$ cat src/rtl/uut_test_pkg.sv
// Shared types and constants for the UUT test sequencer.
package uut_test_pkg;

  typedef enum logic [3:0] {
    IDLE    = 4'd0,
    UUT_RST = 4'd1,
    RUN     = 4'd2,
    CHECK   = 4'd3,
    REPORT  = 4'd4
  } state_t;

  localparam int unsigned DBG_OUT  = 0;
  localparam int unsigned DBG_CYC  = 1;
  localparam int unsigned DBG_STAT = 2;
  localparam int unsigned DBG_IN   = 3;

endpackage

$ cat src/rtl/uut_run_timer.sv
// Saturating run-cycle counter; count holds the number of completed RUN cycles,
// expired flags that the current cycle is cycle number TIMEOUT.
module uut_run_timer #(
  parameter int          CNT_W   = 32,
  parameter int unsigned TIMEOUT = 1000000
) (
  input  logic             clk,
  input  logic             rst,
  input  logic             clr,
  input  logic             en,
  output logic [CNT_W-1:0] count,
  output logic             expired
);

  localparam logic [CNT_W-1:0] LAST = CNT_W'(TIMEOUT - 1);

  // Stops at TIMEOUT-1 so count+1 never exceeds TIMEOUT and never wraps.
  always_ff @(posedge clk) begin
    if (rst || clr) begin
      count <= '0;
    end else if (en && (count != LAST)) begin
      count <= count + CNT_W'(1);
    end
  end

  assign expired = (count == LAST);

endmodule

$ cat src/rtl/uut_test_sequencer.sv
// Drives one UUT per test vector: reset pulse, timed run, optional repeat runs
// for determinism checking, then a held result for the writer.
module uut_test_sequencer
  import uut_test_pkg::*;
#(
  parameter int          IN_W       = 128,
  parameter int          OUT_W      = 128,
  parameter int          CNT_W      = 32,
  parameter int unsigned TIMEOUT    = 1000000,
  parameter int unsigned RST_CYCLES = 4,
  parameter int unsigned REPEAT     = 1,
  parameter int          SEL_W      = 2
) (
  input  logic             clk,
  input  logic             rst,
  input  logic             vec_valid,
  output logic             vec_ready,
  input  logic [IN_W-1:0]  vec_data,
  output logic             rst_uut,
  output logic [IN_W-1:0]  input_to_uut,
  input  logic             end_uut,
  input  logic [OUT_W-1:0] output_from_uut,
  output logic             res_valid,
  input  logic             res_ready,
  output logic [OUT_W-1:0] res_data,
  output logic [CNT_W-1:0] res_cycles,
  output logic             res_timeout,
  output logic             res_mismatch,
  input  logic [SEL_W-1:0] sw_debug,
  output logic [31:0]      debug
);

  state_t           state, next_state;
  logic [31:0]      rst_cnt;
  logic [31:0]      run_cnt;
  logic [CNT_W-1:0] tmr_count;
  logic             tmr_expired;
  logic [OUT_W-1:0] rec_out;
  logic [CNT_W-1:0] rec_cyc;
  logic             more_runs;
  logic [31:0]      cyc32;

  // Timer is held clear outside RUN, so it starts from zero on every run.
  uut_run_timer #(
    .CNT_W  (CNT_W),
    .TIMEOUT(TIMEOUT)
  ) u_timer (
    .clk    (clk),
    .rst    (rst),
    .clr    (state != RUN),
    .en     (state == RUN),
    .count  (tmr_count),
    .expired(tmr_expired)
  );

  assign more_runs = (run_cnt < 32'(REPEAT - 1));
  assign vec_ready = (state == IDLE);
  assign rst_uut   = (state != RUN);
  assign res_valid = (state == REPORT);

  always_ff @(posedge clk) begin
    if (rst) begin
      state <= IDLE;
    end else begin
      state <= next_state;
    end
  end

  always_comb begin
    next_state = state;
    unique case (state)
      IDLE:    if (vec_valid) next_state = UUT_RST;
      UUT_RST: if (rst_cnt == 32'(RST_CYCLES - 1)) next_state = RUN;
      RUN:     if (end_uut || tmr_expired) next_state = CHECK;
      CHECK:   next_state = more_runs ? UUT_RST : REPORT;
      REPORT:  if (res_ready) next_state = IDLE;
      default: next_state = IDLE;
    endcase
  end

  // A run ending on its TIMEOUT-th cycle with end_uut high is a success.
  always_ff @(posedge clk) begin
    if (rst) begin
      input_to_uut <= '0;
      res_data     <= '0;
      res_cycles   <= '0;
      res_timeout  <= 1'b0;
      res_mismatch <= 1'b0;
      rec_out      <= '0;
      rec_cyc      <= '0;
      run_cnt      <= '0;
      rst_cnt      <= '0;
    end else begin
      unique case (state)
        IDLE: begin
          if (vec_valid) begin
            input_to_uut <= vec_data;
            res_timeout  <= 1'b0;
            res_mismatch <= 1'b0;
            run_cnt      <= '0;
            rst_cnt      <= '0;
          end
        end
        UUT_RST: begin
          rst_cnt <= rst_cnt + 32'd1;
        end
        RUN: begin
          if (end_uut || tmr_expired) begin
            rec_out <= output_from_uut;
            rec_cyc <= tmr_count + CNT_W'(1);
            if (!end_uut) res_timeout <= 1'b1;
          end
        end
        CHECK: begin
          if (run_cnt == 32'd0) begin
            res_data   <= rec_out;
            res_cycles <= rec_cyc;
          end else if (rec_out != res_data) begin
            res_mismatch <= 1'b1;
          end
          if (more_runs) begin
            run_cnt <= run_cnt + 32'd1;
            rst_cnt <= '0;
          end
        end
        default: ;
      endcase
    end
  end

  if (CNT_W >= 32) begin : g_cyc_trunc
    assign cyc32 = res_cycles[31:0];
  end else begin : g_cyc_ext
    assign cyc32 = {{(32 - CNT_W){1'b0}}, res_cycles};
  end

  always_comb begin
    debug = 32'd0;
    case (32'(sw_debug))
      DBG_OUT:  debug = res_data[31:0];
      DBG_CYC:  debug = cyc32;
      DBG_STAT: debug = {state, run_cnt[11:0], 14'd0, res_mismatch, res_timeout};
      DBG_IN:   debug = input_to_uut[31:0];
      default:  debug = 32'd0;
    endcase
  end

endmodule

$ cat config.mk
export PLATFORM = sky130hd
export DESIGN_NAME = uut_test_sequencer
export DESIGN_NICKNAME = d
export VERILOG_FILES = /design/src/rtl/uut_test_pkg.sv /design/src/rtl/uut_run_timer.sv /design/src/rtl/uut_test_sequencer.sv
export SDC_FILE = /design/constraint.sdc
export NUM_CORES = 1
export LEC_CHECK = 0
export ABC_AREA = 1
export CORE_AREA = 2 2 230 232
export CTS_BUF_LIST = sky130_fd_sc_hd__clkbuf_16
export DETAILED_ROUTE_END_ITERATION = 6
export DIE_AREA = 0 0 232 234
export GPL_TIMING_DRIVEN = 0
export PLACE_DENSITY = 0.65
export SYNTH_ARGS = -nofsm -noshare
export SYNTH_HDL_FRONTEND = slang
export SYNTH_SLANG_ARGS = --single-unit
$ cat constraint.sdc
create_clock -name clk -period 2.6 [get_ports clk]
set_input_delay 0.52 -clock clk [delete_from_list [all_inputs] [get_ports clk]]
set_output_delay 0.52 -clock clk [all_outputs]
set_load 0.01 [all_outputs]
* Yosys cells after proc, flatten, opt, wreduce, memory -nomap -nowiden *
Index checks and enable logic that the tools add are counted.

storage, ports and cells
  register bits = 550
  latch bits = 0
  RAM bits = 0
  ROM bits = 0
  input port bits = 263
  output and inout bits = 325
  word-level logic and storage cells = 71
  memories kept = 0

operators by class
  add/subtract/negate cells = 3
  multiply operators = 0
  divide/modulo/power cells = 0
  order comparisons = 1
  eq/ne operators = 20
  shift-type cells = 0
  mux-type cells = 19
  bitwise gates (word level) = 0
  reductions and logical operators = 17

operator list
  kind                                                      number
  inequality test 128 bit                                   1
  case mux 32 bit (4 select lines)                          1
  adder 32 x 1 -> 32 bit (second input constant)            3
  two-way mux 32 bit                                        3
  case mux 32 bit (3 select lines)                          1
  case mux 32 bit (2 select lines)                          1
  == test 32 x 2 -> 1 bit (second input constant)           1
  == test 32 x 20 -> 1 bit (second input constant)          1
  logical NOT 32 bit                                        1
  < comparator 32 x 1 -> 1 bit (second input constant)      1
  inequality test 32 x 20 -> 1 bit (second input constant)  1
  case mux 4 bit (5 select lines)                           1
  two-way mux 4 bit                                         4
  inequality test 2 bit (second input constant)             7
  AND reduction 4 bit                                       3
  == test 4 x 2 -> 1 bit (second input constant)            2
  AND reduction 2 bit                                       3
  AND reduction 3 bit                                       2
  two-way mux 1 bit                                         5
  == test 2 bit (second input constant)                     2
  == test 4 x 1 -> 1 bit (second input constant)            1
  == test 4 x 3 -> 1 bit (second input constant)            1
  logical NOT 4 bit                                         1
  inequality test 4 x 2 -> 1 bit (second input constant)    1
  9 further kinds                                           12

* Longest topological paths before layout *
  depth in word-level cells = 4
  mapped depth = 13
  depth with buffers taken out = 12

* By module *
Synthesis repeated with hierarchy kept, for this count alone.

unflattened totals
  cell total of the unflattened synthesis = 2935
  area total of the unflattened synthesis = 21084.0 µm²

modules (own cells, without submodules)
  module              instances  cells each  area each (µm²)  seq. area each (µm²)
  uut_test_sequencer  1          2603        18992.0          9709.3
  uut_run_timer       1          332         2092.0           640.6

* Worst setup path after synthesis *
No wires, ideal clock.

  path type = register to register
  start point = reg u_timer.count[0]
  end point = reg rec_out[16]
  library setup time = 0.116 ns
  data arrival time = 1.645 ns
  required time = 2.484 ns
  slack = 0.839 ns
  stages on the path, launching flop included = 13
  buffers on the path = 2
  period minus slack after synthesis = 1.761 ns
  cells stage by stage = dfxtp_1 -> ha_1 -> nand3_1 -> inv_2 -> nand2_1 -> nor2_1 -> nand2_2 -> nand2_2 -> nand2_4 -> buf_6 -> clkbuf_1 -> o21ai_0 -> nor2_1

on the way
  word-level cells in the longest chain between the ends = 3

RTL lines
  what                           line                       RTL
  start, declared                uut_run_timer.sv:11        output logic [CNT_W-1:0] count,
  start signal, assigned         uut_run_timer.sv:22        count <= count + CNT_W'(1);
  == test 32 x 20 -> 1 bit       uut_run_timer.sv:26        assign expired = (count == LAST);
  logical OR 1 bit               uut_test_sequencer.sv:108  if (end_uut || tmr_expired) begin
  AND reduction 2 bit (no line)  --
  end signal, assigned           uut_test_sequencer.sv:109  rec_out <= output_from_uut;
  end, declared                  uut_test_sequencer.sv:38   logic [OUT_W-1:0] rec_out;

Every way passes these cells.
A chain may end at the register's enable or synchronous reset.

* Worst setup path after layout *
  start point = in sw_debug[1]
  end point = out debug[28]

on the way
  word-level cells in the longest chain between the ends = 2
  elaborated cells between the ends (all ways) = 5
  those cells by class = eq/ne: 3; mux: 1; reduce/logical: 1

RTL lines
  what                                   line                       RTL
  start, declared                        uut_test_sequencer.sv:29   input logic [SEL_W-1:0] sw_debug,
  == test 2 bit (tied with other cells)  uut_test_sequencer.sv:139  case (32'(sw_debug))
  case mux 32 bit (4 select lines) *     uut_test_sequencer.sv:139
  end, declared                          uut_test_sequencer.sv:30   output logic [31:0] debug

Mark *: on every way between the ends. The rest lies on a longest branch, timed or not.

==> qor.csv <==
stage,metric,value,unit
pwr,intPower,16600,uW
grt,grt_pass1_vias,20512,
timing,tightest_slew,1.07,ns
timing,skew,0.0259,ns
detailed_routing,met1_length,33000,um
floorplanning,die_area,54300,um2
detailed_routing,highest_layer,met5,
grt,grt_pass1_wl,123000,um
yosys,synth_cell_type_count,36,
critical_path,cp-start-kind,primary input,
placement,port_buffers,585,
detailed_routing,vias_per_cell,5.10,
critical_path,crit_type,in2out,
timing,rsz0062_at_grt,false,
floorplanning,die_h,234,um
yosys,synth.ff_latch_count,517,
clocking,cts_tree,yes,
pwr,p_comb_frac,0.282,
timing,hold_violations,0,
timing,setup_viol,0,
grt,track_usage,0.300,
detailed_routing,met2WireLength,42100,um
min_path,hold_class,reg2reg,
timing,min_period_over_period,0.982,
timing,setup_slack,0.0468,ns
clocking,ctsHtreeMaxLevel,2,
floorplanning,initial_core_util,0.387,
critical_path,critPathRequiredTime,2.08,ns
pwr,peakVddDrop,550,uV
detailed_routing,postRouteAntennaNets,0,
timing,slew_violations,0,
clocking,hold_buffers,0,
placement,post-dp-hpwl,66100,um
floorplanning,rows,84,
detailed_routing,drt-pass1-iter-count,6,
yosys,synthCells,2745,
yosys,synthTopCellsByArea,"dfxtp_1 51%, nor2_1 14%, o21ai_0 8.0%, nand2_1 6.9%, a21oi_1 4.2%",
clocking,clk_latency,0.62,ns
final_layout,seqCellArea,10400,um2
clocking,cts_root_buf,clkbuf_16,
floorplanning,core_area,52000,um2
yosys,ys_warn_count,0,
pwr,powerDensity,863,nW/um2
yosys,synth.top_cell.area_share,0.514,
clocking,clkTransAtPathRegs,0.05,ns
detailed_routing,drt-wirelength-per-cell,20.5,um
floorplanning,pin_count,588,
clocking,clockBufferDepth,3,
grt,grt_max_degree,16,
timing,slew_headroom,0.287,
pwr,leakage,0.0116,uW
pwr,pwr-share-clk,0.317,
detailed_routing,wl_met3,6960,um
critical_path,end_kind,output pin,
grt,antenna_found_initial,22,
final_layout,nets,3659,
yosys,synth_nets,3010,
final_layout,syn2layout_area_growth,43.3,%
critical_path,worstPathArrival,2.03,ns
detailed_routing,wl,84900,um
detailed_routing,vias,21119,
yosys,postSynthAreaPerCell,7.33,um2
critical_path,crit_path_max_fanout,10,
pwr,p_seq_frac,0.401,
timing,fmax,392,MHz
clocking,numCtsBuffers,56,
final_layout,drive_above_1_share,0.0526,
floorplanning,die_x,232,um
outcome,outcome,"complete, no violations",
pwr,netSwitchingFraction,0.333,
placement,pre_cts_ws,-1.29,ns
grt,overflow,0,
final_layout,multi_input_area,8560,um2
clocking,cts_sinks,517,
yosys,synth_area,20100,um2
yosys,synth_seq_area_share,0.514,
detailed_routing,drtIter0Drc,1478,
pwr,power.switching,8270,uW
yosys,yosys.area.top_type,dfxtp_1,
timing,final.min_clock_period,2.55,ns
detailed_routing,drc,0,
placement,place.gp.congestion,0.936,
run,drv_cap,0,
final_layout,fill_cells,5020,
final_layout,final_core_util,0.554,
## worst max-delay path, cell delays in order
cell and delay, ns:
clkdlybuf4s15_2 0.26, nor2_4 0.15, buf_12 0.14, clkbuf_16 0.17, nand2_1 0.05, o2111ai_1 0.11
clkdlybuf4s50_1 0.62
## synth_stat cells, drive strengths merged
cell type	n
nor2	756
dfxtp	517
nand2	378
o21ai	362
a21oi	167
nand3	148
inv	128
clkbuf	120
buf	54
nor3	29
o211ai	27
xor2	19
nand4	10
a31oi	7
xnor2	6
o2111ai	5
a21o	2
and3	2
ha	2
o21bai	2
a211oi	1
and2	1
o211a	1
o221a	1
## power by group through the flow
stage | combinational, uW | clock [uW] | sequential, uW
after CTS | 7020 | 8000 | 9970
after floorplan | 2970 | 0 | 10200
after global routing | 7640 | 8330 | 10100
after global placement | 6840 | 0 | 10100
after detailed placement | 6920 | 0 | 10100
final | 7010 | 7890 | 9990
## cell type report
cell class	instances	share of cell area
well taps	688	0.0298
inverters	128	0.0167
multi-input cells	1926	0.297
flip-flops and latches	517	0.359
clock buffers	56	0.0486
diodes	17	0.00148
plain buffers	173	0.0291
repair buffers	592	0.205
clock inverters	47	0.0136
## stage by stage
stage / cells / hold WS [ns] / total power (uW) / setup TNS, ns / cell area [um2]
floorplan: 2745 / 0.444 / 13200 / 0 / 20100
global placement: 4018 / 0.438 / 16900 / -85.38 / 26800
detailed placement: 4018 / 0.455 / 17000 / -90.35 / 26800
CTS: 4127 / 0.456 / 25000 / 0 / 28800
global route: 4141 / 0.470 / 26100 / 0 / 28800
finish: 4144 / 0.463 / 24900 / 0 / 28800
## repair_timing
item	CTS	global route
buffers inserted	6	1
gates resized for setup	70	8
pin swaps	4	1
setup endpoints to repair	166	38
hold endpoints to repair	0	0
## layout by cell type (no fill, tap or decap), types with 3 or more instances in the layout
cell type          n
nor2_1           750
o21ai_0          320
xor2_1            19
o21ai_1           42
inv_2              7
buf_6             10
clkbuf_16         57
dlymetal6s2s_1     3
xnor2_1            6
nand3_1          147
clkdlybuf4s50_1  554
nand4_1           10
dlygate4sd2_1     25
inv_1            128
nand2_1          369
clkinvlp_4         4
nor2_4             6
clkbuf_4           5
buf_4              6
clkbuf_1         106
bufinv_16          6
dfxtp_1          516
clkbuf_2           6
nand2_2            7
diode_2           17
buf_2             43
o211ai_1          27
clkinv_2           8
a21oi_1          167
a31oi_1            7
clkinv_1          18
nor3_1            27
o2111ai_1          5
## registers in the layout, summed over array words and instances (netlist names)
register	flops
input_to_uut	128
rec_cyc	32
rec_out	128
res_cycles	32
res_data	128
res_mismatch	1
res_timeout	1
rst_cnt	32
state	3
u_timer.count	32
## per-layer routing
metal  vias to the layer above  global-route usage
met5                         -                   0
met4                        10               0.116
met1                      9967               0.342
met3                       147              0.0901
met2                       775               0.526
li1                      10220                   -
## final timing paths
check	startpoint	endpoint	slack [ns]	cells past startpoint
setup / recovery	sw_debug[1]	debug[28]	0.05	7
hold / removal	res_mismatch	res_mismatch	0.46	2
setup reg to reg	u_timer.count[0]	rec_out[18]	0.22	12
hold reg to reg	res_mismatch	res_mismatch	0.46	2
## cells by family (layout without fill, tap and decap cells)
kind of cell	after synthesis	count (layout)	synth area share
flip-flops	517	517	0.514
adder cells (fa/ha/maj)	2	2	0.00124
AO/OA/AOI/OAI	575	575	0.149
AND/OR/NAND/NOR	1324	1324	0.262
buffers and inverters	302	996	0.0628
XOR/XNOR	25	25	0.0109
other	0	17	0
Power figures use the tool's default switching activity.
